$ cat config.mk
export PLATFORM = sky130hd
export DESIGN_NAME = aes_byte_display_flat
export DESIGN_NICKNAME = d
export VERILOG_FILES = /design/src/rtl/aes_byte_display_pkg.sv /design/src/rtl/aes_byte_display_if.sv /design/src/rtl/aes_byte_display_seg7.sv /design/src/rtl/aes_byte_display.sv /design/src/flat_wrapper.sv
export SDC_FILE = /design/constraint.sdc
export NUM_CORES = 1
export LEC_CHECK = 0
export CAP_MARGIN = 0
export CORE_MARGIN = 8
export CORE_UTILIZATION = 50
export CTS_CLUSTER_DIAMETER = 80
export DETAILED_ROUTE_END_ITERATION = 8
export PLACE_DENSITY = 0.79
export SYNTH_ARGS = -nofsm -noshare
export SYNTH_HDL_FRONTEND = slang
export SYNTH_SLANG_ARGS = --single-unit
$ cat constraint.sdc
create_clock -name clk -period 4.7 [get_ports clk]
set_input_delay 0.94 -clock clk [delete_from_list [all_inputs] [get_ports clk]]
set_output_delay 0.94 -clock clk [all_outputs]
set_load 0.1 [all_outputs]
$ cat src/rtl/aes_byte_display_pkg.sv
// Shared definitions for the AES result byte display path.
// Provides the FSM state type, active-low 7-segment codes, datapath widths
// and the double-dabble nibble adjust step.
package aes_disp_pkg;

  localparam int BYTE_W = 8;
  localparam int BCD_W  = 12;

  typedef enum logic [1:0] {
    IDLE   = 2'd0,
    SHIFT  = 2'd1,
    UPDATE = 2'd2
  } state_e;

  // Segment order {g,f,e,d,c,b,a}, a lit segment is 0.
  localparam logic [6:0] SEG_0     = 7'b1000000;
  localparam logic [6:0] SEG_1     = 7'b1111001;
  localparam logic [6:0] SEG_2     = 7'b0100100;
  localparam logic [6:0] SEG_3     = 7'b0110000;
  localparam logic [6:0] SEG_4     = 7'b0011001;
  localparam logic [6:0] SEG_5     = 7'b0010010;
  localparam logic [6:0] SEG_6     = 7'b0000010;
  localparam logic [6:0] SEG_7     = 7'b1111000;
  localparam logic [6:0] SEG_8     = 7'b0000000;
  localparam logic [6:0] SEG_9     = 7'b0010000;
  localparam logic [6:0] SEG_BLANK = 7'b1111111;

  // Any BCD nibble of 5 or more gets +3 so the following left shift carries
  // correctly into the next decimal digit.
  function automatic logic [BCD_W-1:0] bcd_adjust(input logic [BCD_W-1:0] b);
    logic [BCD_W-1:0] r;
    r = b;
    for (int i = 0; i < BCD_W / 4; i++) begin
      if (b[4*i +: 4] >= 4'd5) begin
        r[4*i +: 4] = b[4*i +: 4] + 4'd3;
      end
    end
    return r;
  endfunction

endpackage

$ cat src/rtl/aes_byte_display_if.sv
// Bus bundle between the AES core side and the display stage.
//   data_in/data_valid : result word and its 1-cycle capture strobe
//   sel                : byte index from the board switches (0 = MSB byte)
//   hex0/hex1/hex2     : units/tens/hundreds, active-low {g,f,e,d,c,b,a}
//   busy/done          : conversion in progress / new digits shown
// master drives the word and index; slave is the display stage.
interface aes_disp_if;
  import aes_disp_pkg::*;

  logic [16*BYTE_W-1:0] data_in;
  logic                 data_valid;
  logic [3:0]           sel;
  logic [6:0]           hex0;
  logic [6:0]           hex1;
  logic [6:0]           hex2;
  logic                 busy;
  logic                 done;

  modport master (
    output data_in, data_valid, sel,
    input  hex0, hex1, hex2, busy, done
  );

  modport slave (
    input  data_in, data_valid, sel,
    output hex0, hex1, hex2, busy, done
  );

endinterface

$ cat src/rtl/aes_byte_display_seg7.sv
// Combinational BCD nibble to active-low 7-segment decoder.
//   nib_i : one BCD digit (values above 9 give a blank display)
//   seg_o : segments {g,f,e,d,c,b,a}, 0 = lit
module seg7_decode
  import aes_disp_pkg::*;
(
  input  logic [3:0] nib_i,
  output logic [6:0] seg_o
);

  always_comb begin
    seg_o = SEG_BLANK;
    case (nib_i)
      4'd0:    seg_o = SEG_0;
      4'd1:    seg_o = SEG_1;
      4'd2:    seg_o = SEG_2;
      4'd3:    seg_o = SEG_3;
      4'd4:    seg_o = SEG_4;
      4'd5:    seg_o = SEG_5;
      4'd6:    seg_o = SEG_6;
      4'd7:    seg_o = SEG_7;
      4'd8:    seg_o = SEG_8;
      4'd9:    seg_o = SEG_9;
      default: seg_o = SEG_BLANK;
    endcase
  end

endmodule

$ cat src/rtl/aes_byte_display.sv
// Display stage for the AES-128 core result.
// Captures the 128-bit word on data_valid, picks the byte addressed by sel,
// converts it to three decimal digits with an 8-step serial double-dabble
// and shows them on three active-low 7-segment displays.
//   clk   : rising-edge clock
//   rst_n : asynchronous active-low reset
//   bus   : aes_disp_if.slave (data_in, data_valid, sel, hex0..2, busy, done)
// Trigger-to-display latency is 9 cycles; triggers arriving mid-conversion
// collapse into one pending rerun that starts with no idle gap.
module aes_byte_display
  import aes_disp_pkg::*;
(
  input  logic      clk,
  input  logic      rst_n,
  aes_disp_if.slave bus
);

  state_e               state_q, state_d;
  logic [16*BYTE_W-1:0] word_q;
  logic                 word_ok_q;
  logic [3:0]           sel_q;
  logic [BYTE_W-1:0]    bin_q, bin_d;
  logic [BCD_W-1:0]     bcd_q, bcd_d;
  logic [2:0]           cnt_q, cnt_d;
  logic                 pending_q, pending_d;
  logic [6:0]           hex0_q, hex0_d;
  logic [6:0]           hex1_q, hex1_d;
  logic [6:0]           hex2_q, hex2_d;
  logic                 done_q, done_d;

  logic [16*BYTE_W-1:0]      cur_word;
  logic [6:0]                byte_lsb;
  logic [BYTE_W-1:0]         sel_byte;
  logic                      trig;
  logic [BCD_W+BYTE_W-1:0]   dd_shift;
  logic [6:0]                seg0, seg1, seg2;

  // A capture in this cycle takes effect immediately, so a simultaneous
  // sel change converts the new word with the new index.
  assign cur_word = bus.data_valid ? bus.data_in : word_q;
  // Byte k sits at bit 8*(15-k); 15-k is the bitwise inverse of a 4-bit k.
  assign byte_lsb = {~bus.sel, 3'b000};
  assign sel_byte = cur_word[byte_lsb +: BYTE_W];
  assign trig     = bus.data_valid | (word_ok_q & (bus.sel != sel_q));
  assign dd_shift = {bcd_adjust(bcd_q), bin_q} << 1;

  seg7_decode u_dec0 (.nib_i(bcd_q[3:0]),  .seg_o(seg0));
  seg7_decode u_dec1 (.nib_i(bcd_q[7:4]),  .seg_o(seg1));
  seg7_decode u_dec2 (.nib_i(bcd_q[11:8]), .seg_o(seg2));

  // Capture and switch tracking run every cycle regardless of FSM state.
  always_ff @(posedge clk or negedge rst_n) begin
    if (!rst_n) begin
      word_q    <= '0;
      word_ok_q <= 1'b0;
      sel_q     <= 4'd0;
    end else begin
      sel_q <= bus.sel;
      if (bus.data_valid) begin
        word_q    <= bus.data_in;
        word_ok_q <= 1'b1;
      end
    end
  end

  always_ff @(posedge clk or negedge rst_n) begin
    if (!rst_n) begin
      state_q   <= IDLE;
      bin_q     <= '0;
      bcd_q     <= '0;
      cnt_q     <= 3'd0;
      pending_q <= 1'b0;
      hex0_q    <= SEG_BLANK;
      hex1_q    <= SEG_BLANK;
      hex2_q    <= SEG_BLANK;
      done_q    <= 1'b0;
    end else begin
      state_q   <= state_d;
      bin_q     <= bin_d;
      bcd_q     <= bcd_d;
      cnt_q     <= cnt_d;
      pending_q <= pending_d;
      hex0_q    <= hex0_d;
      hex1_q    <= hex1_d;
      hex2_q    <= hex2_d;
      done_q    <= done_d;
    end
  end

  always_comb begin
    state_d   = state_q;
    bin_d     = bin_q;
    bcd_d     = bcd_q;
    cnt_d     = cnt_q;
    pending_d = pending_q;
    hex0_d    = hex0_q;
    hex1_d    = hex1_q;
    hex2_d    = hex2_q;
    done_d    = 1'b0;
    case (state_q)
      IDLE: begin
        if (trig) begin
          bin_d   = sel_byte;
          bcd_d   = '0;
          cnt_d   = 3'd0;
          state_d = SHIFT;
        end
      end
      SHIFT: begin
        if (trig) begin
          pending_d = 1'b1;
        end
        {bcd_d, bin_d} = dd_shift;
        cnt_d = cnt_q + 3'd1;
        if (cnt_q == 3'd7) begin
          state_d = UPDATE;
        end
      end
      UPDATE: begin
        hex0_d = seg0;
        hex1_d = seg1;
        hex2_d = seg2;
        done_d = 1'b1;
        // A trigger landing on this very edge is served like a pending one,
        // otherwise it would be lost on the way back through IDLE.
        if (pending_q || trig) begin
          pending_d = 1'b0;
          bin_d     = sel_byte;
          bcd_d     = '0;
          cnt_d     = 3'd0;
          state_d   = SHIFT;
        end else begin
          state_d = IDLE;
        end
      end
      default: state_d = IDLE;
    endcase
  end

  assign bus.hex0 = hex0_q;
  assign bus.hex1 = hex1_q;
  assign bus.hex2 = hex2_q;
  assign bus.busy = (state_q != IDLE);
  assign bus.done = done_q;

endmodule

$ cat src/flat_wrapper.sv
// flat-port wrapper written by rule: the top's interface ports become plain ports
module aes_byte_display_flat import aes_disp_pkg::*;
  (clk, rst_n, bus_data_in, bus_data_valid, bus_sel, bus_hex0, bus_hex1, bus_hex2, bus_busy, bus_done);
  aes_disp_if bus_i ();
  input  logic clk;
  input  logic rst_n;
  input wire logic [$bits(bus_i.data_in)-1:0] bus_data_in;
  input wire logic [$bits(bus_i.data_valid)-1:0] bus_data_valid;
  input wire logic [$bits(bus_i.sel)-1:0] bus_sel;
  output wire logic [$bits(bus_i.hex0)-1:0] bus_hex0;
  output wire logic [$bits(bus_i.hex1)-1:0] bus_hex1;
  output wire logic [$bits(bus_i.hex2)-1:0] bus_hex2;
  output wire logic [$bits(bus_i.busy)-1:0] bus_busy;
  output wire logic [$bits(bus_i.done)-1:0] bus_done;
  assign bus_i.data_in = bus_data_in;
  assign bus_i.data_valid = bus_data_valid;
  assign bus_i.sel = bus_sel;
  assign bus_hex0 = bus_i.hex0;
  assign bus_hex1 = bus_i.hex1;
  assign bus_hex2 = bus_i.hex2;
  assign bus_busy = bus_i.busy;
  assign bus_done = bus_i.done;
  aes_byte_display u_core (.clk(clk), .rst_n(rst_n), .bus(bus_i));
endmodule
; Word-level counts from Yosys, hierarchy flattened
; Memory sizes are Yosys's and may differ from the RTL's. A register that Yosys moved wholly into a read port is not among the register bits.
; Index checks and enable logic that the tools add are counted.
[totals]
rom_bits = 336
input_bits = 135
memories = 3
elab_cells = 63
register_bits = 160
[memory_table]
columns = memory, words, width, read_ports, rd_clocked_by_memory_dff, wr, line
row1 = (no name shown), 16, 7, 1, 1, 0, aes_byte_display_seg7.sv:13  ; case (nib_i)
row2 = (no name shown), 16, 7, 1, 1, 0, aes_byte_display_seg7.sv:13
row3 = (no name shown), 16, 7, 1, 1, 0, aes_byte_display_seg7.sv:13
[op_classes]
mux = 21
n_reduce_logical = 11
shifts = 1
magnitude_cmp = 3
addsub = 4
n_eq_ne = 8
bitwise = 3
[op_table]
columns = operator, count
row1 = 2-to-1 mux 128 bit, 1
row2 = variable part select 128 x 8 -> 8 bit, 1
row3 = case mux 12 bit (3 select lines), 1
row4 = 2-to-1 mux 12 bit, 2
row5 = case mux 8 bit (3 select lines), 1
row6 = 2-to-1 mux 8 bit, 2
row7 = greater-or-equal comparator 4 x 3 -> 1 bit (second input constant), 3
row8 = 2-to-1 mux 3 bit, 3
row9 = case mux 3 bit (3 select lines), 1
row10 = adder 4 x 2 -> 4 bit (second input constant), 2
row11 = 2-to-1 mux 4 bit, 2
row12 = != test 2 x 1 -> 1 bit (second input constant), 4
row13 = case mux 2 bit (3 select lines), 1
row14 = AND reduction 3 bit, 2
row15 = 2-to-1 mux 1 bit, 4
row16 = 2-to-1 mux 2 bit, 2
row17 = != test 4 bit, 1
row18 = NOT 4 bit, 1
row19 = nonzero test 2 bit, 2
row20 = adder 3 x 1 -> 3 bit (second input constant), 1
row21 = adder 3 x 2 -> 3 bit (second input constant), 1
row22 = == test 3 bit (second input constant), 1
row23 = zero test 1 bit, 3
row24 = nonzero test 3 bit, 1
row25 = other kinds (8), 8

; Longest topological paths before layout
; Gate-level depths: netlist (run 1).
[depth]
word_depth = 6
depth_mapped = 9

; Hierarchy
; A second synthesis (run 1) with hierarchy kept.
[hier_totals]
cells_unflattened = 712
hier_area_um2 = 9698.1
[modules_own_cells]
columns = mod, n_inst, cells_each, area_each_um2
row1 = aes_byte_display, 1, 621, 9091.2
row2 = seg7_decode (u_core.u_dec2), 1, 30, 203.9
row3 = seg7_decode (u_core.u_dec1), 1, 30, 202.7
row4 = seg7_decode (u_core.u_dec0), 1, 31, 200.2

; Least setup slack after synthesis (run 1)
; Ideal clock, no wire load.
[synth_path]
kind = input to register
start = input bus_sel[0]
end = register u_core.bin_q[6]
t_arrival_ns = 2.314
stages = 8
setup_ns = 0.126
slack_ns = 2.260
path_cell_list = clkbuf_1 > buf_2 > buf_2 > mux2i_1 > nand2_1 > nand3_1 > nand4_1 > a221o_1
[synth_between]
elab_chain_len = 6
[synth_rtl]
columns = item, line
row1 = from (decl), flat_wrapper.sv:9  ; input wire logic [$bits(bus_i.sel)-1:0] bus_sel;
row2 = branches (longest 6 deep; another with variable part select 128 x 8 -> 8 bit), --
row3 = to (signal assigned), aes_byte_display.sv:79  ; bin_q <= bin_d;
row4 = to (decl), aes_byte_display.sv:22  ; logic [BYTE_W-1:0] bin_q, bin_d;
; Parallel ways; which one is timed is not known. The select of a mux whose other input is x is not followed.
; A chain may end at the register's enable or synchronous reset.

; Final worst setup path (run 1)
[layout_path]
start = register u_core.state_q[0]
end = output bus_busy
[layout_between]
elab_chain_len = 1
[layout_rtl]
columns = item, line
row1 = from (decl), aes_byte_display.sv:18  ; state_e state_q, state_d;
row2 = from (signal assigned), aes_byte_display.sv:78  ; state_q <= state_d;
row3 = nonzero test 2 bit, aes_byte_display.sv:143  ; assign bus.busy = (state_q != IDLE);
row4 = to (decl), flat_wrapper.sv:13  ; output wire logic [$bits(bus_i.busy)-1:0] bus_busy;
; Every way passes these cells.

==> results of run 1 <==
metal layers:
layer,track usage (%),up-vias
li1,-,3458
met1,25.9,3629
met2,34.3,212
met3,5.54,27
met4,5.26,0
met5,0,-
how the worst max path moves through the flow:
| stage | end | cells past startpoint | slack, ps |
|---|---|---|---|
| 2_1_floorplan | u_core.bin_q[6] | 8 | 2260 |
| 3_3_place_gp | u_core.bcd_q[3] | 7 | 1240 |
| 3_5_place_dp | u_core.cnt_q[0] | 7 | 1180 |
| 4_1_cts | bus_busy | 4 | 1240 |
| 5_1_grt | bus_busy | 4 | 1170 |
| 6_report | bus_busy | 4 | 1250 |
through the flow:
stage               hold slack [ps]  instance area (µm²)
finish                          467                12300
global route                    485                12300
CTS                             471                12300
detailed placement              461                11600
global placement                455                11600
floorplan                       443                 9920
final cells by class:
| type | count | share of cell area [%] |
|---|---|---|
| multi-input cells | 610 | 40.4 |
| flip-flops and latches | 181 | 37.2 |
| repair buffers | 168 | 13.7 |
| clock buffers | 17 | 3.47 |
| well taps | 265 | 2.71 |
| clock inverters | 15 | 1.48 |
| inverters | 34 | 1.04 |
cells in the mapped netlist, types with 4 or more instances:
master / number
ha_1: 23
o21ai_0: 32
clkbuf_1: 19
and2_1: 5
nor2_1: 21
inv_1: 33
o221ai_1: 4
nor2b_1: 8
xnor2_1: 8
nand4_1: 15
a21oi_1: 47
o22ai_1: 4
mux2i_1: 130
a22oi_1: 39
a221o_1: 7
o31ai_1: 9
dfrtp_1: 160
o211ai_1: 7
nand2_1: 58
buf_1: 4
nand3_1: 29
mux2_2: 132
nand2b_1: 8
dfstp_2: 21
buf_2: 36
state kept, by name (all words and copies together) (netlist names), 2 cells and up:
register         cells
u_core.word_q      128
u_core.bcd_q        12
u_core.bin_q         8
u_core.bus.hex0      7
u_core.bus.hex1      7
u_core.bus.hex2      7
u_core.sel_q         4
u_core.cnt_q         3
u_core.state_q       2
tightest hold or removal path, delay by kind of cell, from the launching register on:
family	cells	cell delay [ps]
AO/OA/AOI/OAI	1	60
buffers and inverters	1	40
flip-flops	1	370
logic make-up (layout without fill, tap and decap cells):
logic type	count (synthesis)	count (layout)	synth area share, %
muxes	262	262	28.1
DFF	181	181	45.9
AOI/OAI and AO/OA	162	162	10.7
and+or+nand+nor	154	154	7.32
buffers and inverters	96	234	4.24
adders and majority gates	23	23	2.90
xor gates and xnor gates	9	9	0.795
power breakdown:
part | internal (µW) | switching, µW | total (µW)
clock network | 765 | 687 | 1450
registers | 1820 | 128 | 1950
logic | 516 | 993 | 1510
total | 3100 | 1810 | 4910
==> impl_metrics.ini, run 1 <==
[outcome]
status = completed

[synthesis]
synth.distinct_cells = 44
yosys_most_used_dff = dfrtp_1
avgSynthCellArea_um2 = 11.2
synth_warnings = 0
ys_seq_area_share_pct = 45.9
netlist_area_um2 = 9920
synth_top_area_share_pct = 40.4
synth-edff-count = 0
synth-seq-cells = 181
syn_nets = 1045
async_flop_share_pct = 100
syn_inst = 887
synth_top_area_cell = dfrtp_1
synthTopCellsByArea = dfrtp_1 40%, mux2_2 15%, mux2i_1 13%

[grt]
grt_pass1_vias = 7560
grt_antenna_before_repair = 0
gr-total-overflow = 0
grt_max_degree = 110
grt_pass1_wl_mm = 39.8
grt.total_usage_pct = 20.6

[detailed_routing]
routed_wl_mm = 25.0
wire_per_inst_um = 19.4
wl_met1_mm = 10.7
via_per_inst = 5.68
vias = 7326
dr_wl_met2_mm = 12.5
drtIter0Drc = 528
top_layer = met4
drt_pass1_iterations = 5
dr_wl_met3_mm = 1.46
remaining_drc_errors = 0
drtAntennaViolNets = 0

[floorplanning]
coreArea_um2 = 19500
fp.dieW_um = 157
die_area_um2 = 24600
num_rows = 51
die_h_um = 157
start_util_pct = 51.0
io_pins = 158

[sta]
setup_slack_ps = 1250
min_period_over_period_pct = 73.4
tns_ps = 0
fin_crit_ps = 3450
skew_ps = 9.87
setup_viol = 0
grt_setup_unrepaired = false
tightestPinTransition_ps = 1050
max-slew-margin-rel_pct = 29.9
drv_slew = 0
fmax_mhz = 290
final-hold-violation-count = 0

[worst_setup_path]
r2r_setup_slack_ps = 2220
worst_setup_path_start_kind = flip-flop
slowest_delay_ps = 1180
r2r_start = u_core.state_q[0]
ff2ff_path_depth = 8
crit_slowest_cell = clkdlybuf4s50_1
worstReg2RegEnd = u_core.bcd_q[7]
cp_common_cell = inv_1
path_delay_family = buffers and inverters
path_cells = inv_1, ha_1, inv_1, clkdlybuf4s50_1
worstPathRequired_ps = 3760
crit_fanout = 6
end_kind = output port
crit_arrival_ps = 2510
critPathLaunch = u_core.state_q[0]
critical_path_class = reg -> out
cp_num_buf_inv = 3

[layout]
seqCellArea_um2 = 4560
areaGrowthSynthToFinish_pct = 23.5
post-route-util_pct = 62.9
final_nets = 1170
antenna_cells = 0
multi_input_area_um2 = 4950
nFillCells = 1542
layout_common_cells = 160 x dfrtp_1, 154 x clkdlybuf4s50_1, 132 x mux2_2, 130 x mux2i_1, 58 x nand2_1
drive_above_1_share_pct = 20.3
instances_no_fill = 1290
mostFrequentLayoutCell = dfrtp_1

[clocking]
cts_htree_levels = 4
cts.clk_slew.worst_paths_ps = 70
clock-sinks = 181
cts_tree = yes
postCtsSetupRepairBufs = 0
cts_root_buf = clkbuf_16
worstSkewPairLatency_ps = 440
numCtsBuffers = 17
hold_buffers = 0
ctsResizeCount = 0
clk_path_buf_depth = 2

[job]
maxCapViolations = 0

[hold_path]
worst_hold_path_type = reg -> reg
whs_path_depth = 2
holdPathEnd = u_core.bus.hex2[5]
min_from = u_core.bus.hex2[5]

[power_and_ir_drop]
peakVddDrop_mv = 0.259
p_leak_uw = 0.00528
power_per_cell_area_nw_per_um2 = 401
p_total_uw = 4910

[placement]
pre_cts_ws_ps = 1180
placed_cells = 1258
port_buffers = 157
hpwl_mm = 17.8
gp_congestion = 0.854
No activity file was read; power rests on OpenSTA's default activity.
==> run 2, diff against run 1 <==
--- a/config.mk
+++ b/config.mk
@@ -7,10 +7,10 @@
 export LEC_CHECK = 0
 export CAP_MARGIN = 0
 export CORE_MARGIN = 8
-export CORE_UTILIZATION = 50
+export CORE_UTILIZATION = 49
 export CTS_CLUSTER_DIAMETER = 80
 export DETAILED_ROUTE_END_ITERATION = 8
-export PLACE_DENSITY = 0.79
+export PLACE_DENSITY = 0.81
 export SYNTH_ARGS = -nofsm -noshare
 export SYNTH_HDL_FRONTEND = slang
 export SYNTH_SLANG_ARGS = --single-unit
==> constraint.sdc (replaced) <==
create_clock -name clk -period 2.9 [get_ports clk]
set_input_delay 0.58 -clock clk [delete_from_list [all_inputs] [get_ports clk]]
set_output_delay 0.58 -clock clk [all_outputs]
set_load 0.1 [all_outputs]
==> run 2 against run 1 <==
Power is 59% higher. Critical endpoint is now u_core.bin_q[3]. Non-clock buffer count is 13 higher. Utilization fell by 1.5 points. Highest routed layer unchanged. Count of clock-buffer cells in the layout unchanged. Die area is 1.8% higher. Clock power is 54% higher. Design area increased by 0.57%. Via count is 1.4% higher.
==> impl_metrics.ini, run 2 (synthesis results as in run 1) <==
[placement]
gp_congestion = 0.837
pre_cts_ws_ps = 122
port_buffers = 157
hpwl_mm = 18.1

[layout]
nFillCells = 1641
layout_common_cells = 160 x dfrtp_1, 132 x mux2_2, 131 x clkdlybuf4s50_1, 130 x mux2i_1, 58 x nand2_1
final_nets = 1183
largest_register_ffs = 128
mostFrequentLayoutCell = dfrtp_1
top_register = u_core.word_q
seqCellArea_um2 = 4560
areaGrowthSynthToFinish_pct = 24.2
multi_input_area_um2 = 4950
post-route-util_pct = 61.5
top_regs = u_core.word_q: 128 flops, u_core.bcd_q: 12 flops, u_core.bin_q: 8 flops
drive_above_1_share_pct = 23.5
antenna_cells = 0

[detailed_routing]
vias = 7431
via_per_inst = 5.68
drtIter0Drc = 355
routed_wl_mm = 24.9
drtAntennaViolNets = 0
wire_per_inst_um = 19.1
drt_pass1_iterations = 5
remaining_drc_errors = 0

[power_and_ir_drop]
p_total_uw = 7800
p_leak_uw = 0.00536
peakVddDrop_mv = 0.415
power_per_cell_area_nw_per_um2 = 633

[grt]
grt_pass1_vias = 7761
gr-total-overflow = 0
grt.total_usage_pct = 20.3
grt_max_degree = 58
grt_antenna_before_repair = 0
grt_pass1_wl_mm = 40.3

[sta]
skew_ps = 9.46
setup_viol = 0
final-hold-violation-count = 0
tightestPinTransition_ps = 559
drv_slew = 0
grt_setup_unrepaired = false
fin_crit_ps = 2330
fmax_mhz = 429
setup_slack_ps = 568
max-slew-margin-rel_pct = 62.8
holdWs_ps = 121
min_period_over_period_pct = 80.4
tns_ps = 0

[clocking]
cts_tree = yes
numCtsBuffers = 17
hold_buffers = 0
clk_path_buf_depth = 2
cts_root_buf = clkbuf_16
worstSkewPairLatency_ps = 430
clock-sinks = 181
ctsResizeCount = 0
cts.clk_slew.worst_paths_ps = 70
postCtsSetupRepairBufs = 0
cts_htree_levels = 4

[worst_setup_path]
ff2ff_path_depth = 8
r2r_setup_slack_ps = 810
crit_fanout = 37
crit_arrival_ps = 2640
end_kind = flip-flop
worstPathRequired_ps = 3210
worst_setup_path_start_kind = primary input
critical_path_class = in -> reg

[floorplanning]
die_h_um = 158
num_rows = 52
start_util_pct = 49.5
io_pins = 158
die_area_um2 = 25100
fp.dieW_um = 158
coreArea_um2 = 20000

[hold_path]
worst_hold_path_type = in -> async

[job]
maxCapViolations = 0

[outcome]
status = completed
run 2: layout make-up:
| cell class | instances | share of cell area, % |
|---|---|---|
| multi-input combinational | 610 | 40.2 |
| inverter | 34 | 1.04 |
| tap | 270 | 2.74 |
| clock buffer | 17 | 3.45 |
| timing repair buffer | 181 | 14.5 |
| sequential | 181 | 37.0 |
| clock inverter | 15 | 1.16 |
run 2: metal layers:
metal | global-route usage, % | vias up | part of all wire [%]
li1 | - | 3477 | -
met1 | 26.6 | 3703 | 44
met2 | 33.0 | 215 | 49
met3 | 4.23 | 36 | 5.3
met4 | 6.96 | 0 | 2.3
met5 | 0 | - | 0
run 2: final timing paths:
path                                          from                 end
min in group clk                        bus_sel[0]     u_core.sel_q[0]
worst min register to register  u_core.bus.hex1[2]  u_core.bus.hex1[2]
worst max register to register   u_core.state_q[0]     u_core.bin_q[3]
worst min-delay path                         rst_n    u_core.word_q[0]
worst max-delay path                    bus_sel[1]     u_core.bin_q[3]
max in group asynchronous                    rst_n    u_core.word_q[9]
run 2: stage by stage:
step	cell area, µm²	cells
2_1_floorplan	9920	887
3_3_place_gp	11800	1276
3_5_place_dp	11800	1276
4_1_cts	12300	1308
5_1_grt	12300	1308
6_report	12300	1308
run 2: worst max-delay path, cell delays in order:
cell,delay (ps)
clkdlybuf4s50_1,720
xor2_1,170
o21bai_1,230
o311ai_4,290
buf_12,230
nor2_2,110
a221o_1,320
run 2: power by group:
part	leakage, µW	internal (µW)	switching [µW]
Sequential	0.00212	2950	213
Combinational	0.00297	808	1600
Clock	0.000264	1140	1090
Total	0.00536	4900	2900
==> run 3, diff against run 2 <==
--- a/config.mk
+++ b/config.mk
@@ -7,10 +7,10 @@
 export LEC_CHECK = 0
 export CAP_MARGIN = 0
 export CORE_MARGIN = 8
-export CORE_UTILIZATION = 49
+export CORE_UTILIZATION = 50
 export CTS_CLUSTER_DIAMETER = 80
 export DETAILED_ROUTE_END_ITERATION = 8
-export PLACE_DENSITY = 0.81
+export PLACE_DENSITY = 0.79
 export SYNTH_ARGS = -nofsm -noshare
 export SYNTH_HDL_FRONTEND = slang
 export SYNTH_SLANG_ARGS = --single-unit
==> constraint.sdc (replaced) <==
create_clock -name clk -period 2.36 [get_ports clk]
set_input_delay 0.472 -clock clk [delete_from_list [all_inputs] [get_ports clk]]
set_output_delay 0.472 -clock clk [all_outputs]
set_load 0.1 [all_outputs]
==> run 3 against run 2 <==
Utilization up 2.4 points. Power up 25%. Combinational power up 23%. Worst setup slack worse by 290 ps. Design area up 0.92%. Global-route usage up 0.12 points. Sequential share of layout area down 0.34 points. Critical path depth up 1. Worst hold slack worse by 110 ps. Count of clock-buffer cells in the layout unchanged. Final cell count up 0.15%. Clock skew down 1.3 ps. Critical endpoint is now u_core.bin_q[1].
==> impl_metrics.ini, run 3 (synthesis results as in run 1) <==
[outcome]
status = completed

[clocking]
postCtsSetupRepairBufs = 0
worstSkewPairLatency_ps = 430
numCtsBuffers = 17
ctsResizeCount = 0
cts_root_buf = clkbuf_16
cts_tree = yes
clk_path_buf_depth = 2
cts.clk_slew.worst_paths_ps = 70
clock-sinks = 181
hold_buffers = 0
cts_htree_levels = 4

[grt]
gr-total-overflow = 0
grt.total_usage_pct = 20.5
grt_max_degree = 66
grt_antenna_before_repair = 0
grt_pass1_wl_mm = 40.0
grt_pass1_vias = 7667

[layout]
mostFrequentLayoutCell = dfrtp_1
drive_above_1_share_pct = 24.0
layout_common_cells = 160 x dfrtp_1, 132 x mux2_2, 131 x clkdlybuf4s50_1, 130 x mux2i_1, 58 x nand2_1
top_regs = u_core.word_q: 128 flops, u_core.bcd_q: 12 flops, u_core.bin_q: 8 flops
top_register = u_core.word_q
largest_register_ffs = 128
final_nets = 1191
antenna_cells = 0
areaGrowthSynthToFinish_pct = 25.3

[sta]
setup_viol = 0
skew_ps = 8.16
drv_slew = 0
fin_crit_ps = 2080
grt_setup_unrepaired = false
min_period_over_period_pct = 88.1
final-hold-violation-count = 0
max-slew-margin-rel_pct = 62.5
tightestPinTransition_ps = 562
setup_slack_ps = 280
tns_ps = 0
fmax_mhz = 481
holdWs_ps = 8.96

[detailed_routing]
top_layer = met4
vias = 7367
wl_met1_mm = 11.1
routed_wl_mm = 24.5
dr_wl_met3_mm = 1.32
drtIter0Drc = 428
drt_pass1_iterations = 5
via_per_inst = 5.62
wire_per_inst_um = 18.7
dr_wl_met2_mm = 11.9
remaining_drc_errors = 0
drtAntennaViolNets = 0

[floorplanning]
num_rows = 51
fp.dieW_um = 157
die_h_um = 157
io_pins = 158
coreArea_um2 = 19500
die_area_um2 = 24600
start_util_pct = 51.0

[worst_setup_path]
worstPathRequired_ps = 2660
critical_path_class = reg -> reg
end_kind = flip-flop
worst_setup_path_start_kind = flip-flop
crit_arrival_ps = 2380
crit_fanout = 25

[power_and_ir_drop]
p_leak_uw = 0.00542
power_per_cell_area_nw_per_um2 = 783
peakVddDrop_mv = 0.488

[placement]
gp_congestion = 0.852
port_buffers = 157
hpwl_mm = 17.9
pre_cts_ws_ps = -116

[hold_path]
worst_hold_path_type = in -> async

[job]
maxCapViolations = 0
run 3: stage by stage:
stage / area, µm² / cells / utilization, % / power, µW
floorplan: 9920 / 887 / - / 6050
global placement: 11800 / 1279 / 60.9 / 6860
detailed placement: 11800 / 1279 / 60.9 / 6910
CTS: 12400 / 1310 / 63.9 / 9810
global route: 12400 / 1310 / 63.9 / 10200
finish: 12400 / 1310 / 63.9 / 9730
run 3: worst paths after layout:
| path | cells past startpoint | startpoint | slack [ps] | endpoint |
|---|---|---|---|---|
| min in group clk | 2 | bus_data_valid | 440 | u_core.word_q[12] |
| max reg2reg | 8 | u_core.state_q[0] | 280 | u_core.bin_q[1] |
| max | 8 | u_core.state_q[0] | 280 | u_core.bin_q[1] |
| max in group asynchronous | 2 | rst_n | 1640 | u_core.word_q[90] |
| min | 1 | rst_n | 9 | u_core.bus.done |
| min reg2reg | 2 | u_core.bus.hex1[0] | 470 | u_core.bus.hex1[0] |
run 3: layer usage:
metal	vias up	track usage, %
met5	-	0
met4	0	4.67
met3	19	4.85
met2	215	33.3
met1	3636	27.1
li1	3497	-
run 3: final cells by class:
class	count	area (µm²)
clock buffers	17	425
clock inverters	14	165
fillers	1515	7030
inverters	34	128
multi-input cells	610	4950
flip-flops and latches	181	4560
well taps	265	332
repair buffers	189	1880
run 3: power by group:
| group | internal (µW) | switching (µW) | leakage (µW) |
|---|---|---|---|
| Combinational | 1000 | 1960 | 0.00303 |
| Sequential | 3620 | 255 | 0.00212 |
| Clock | 1590 | 1300 | 0.000278 |
run 3: critical path, cell delays in order (launching register included):
cell,delay [ps]
dfrtp_1,400
inv_1,110
ha_1,210
nor2b_1,230
o21bai_1,130
o311ai_4,270
buf_12,200
nor2_2,90
a221o_1,300
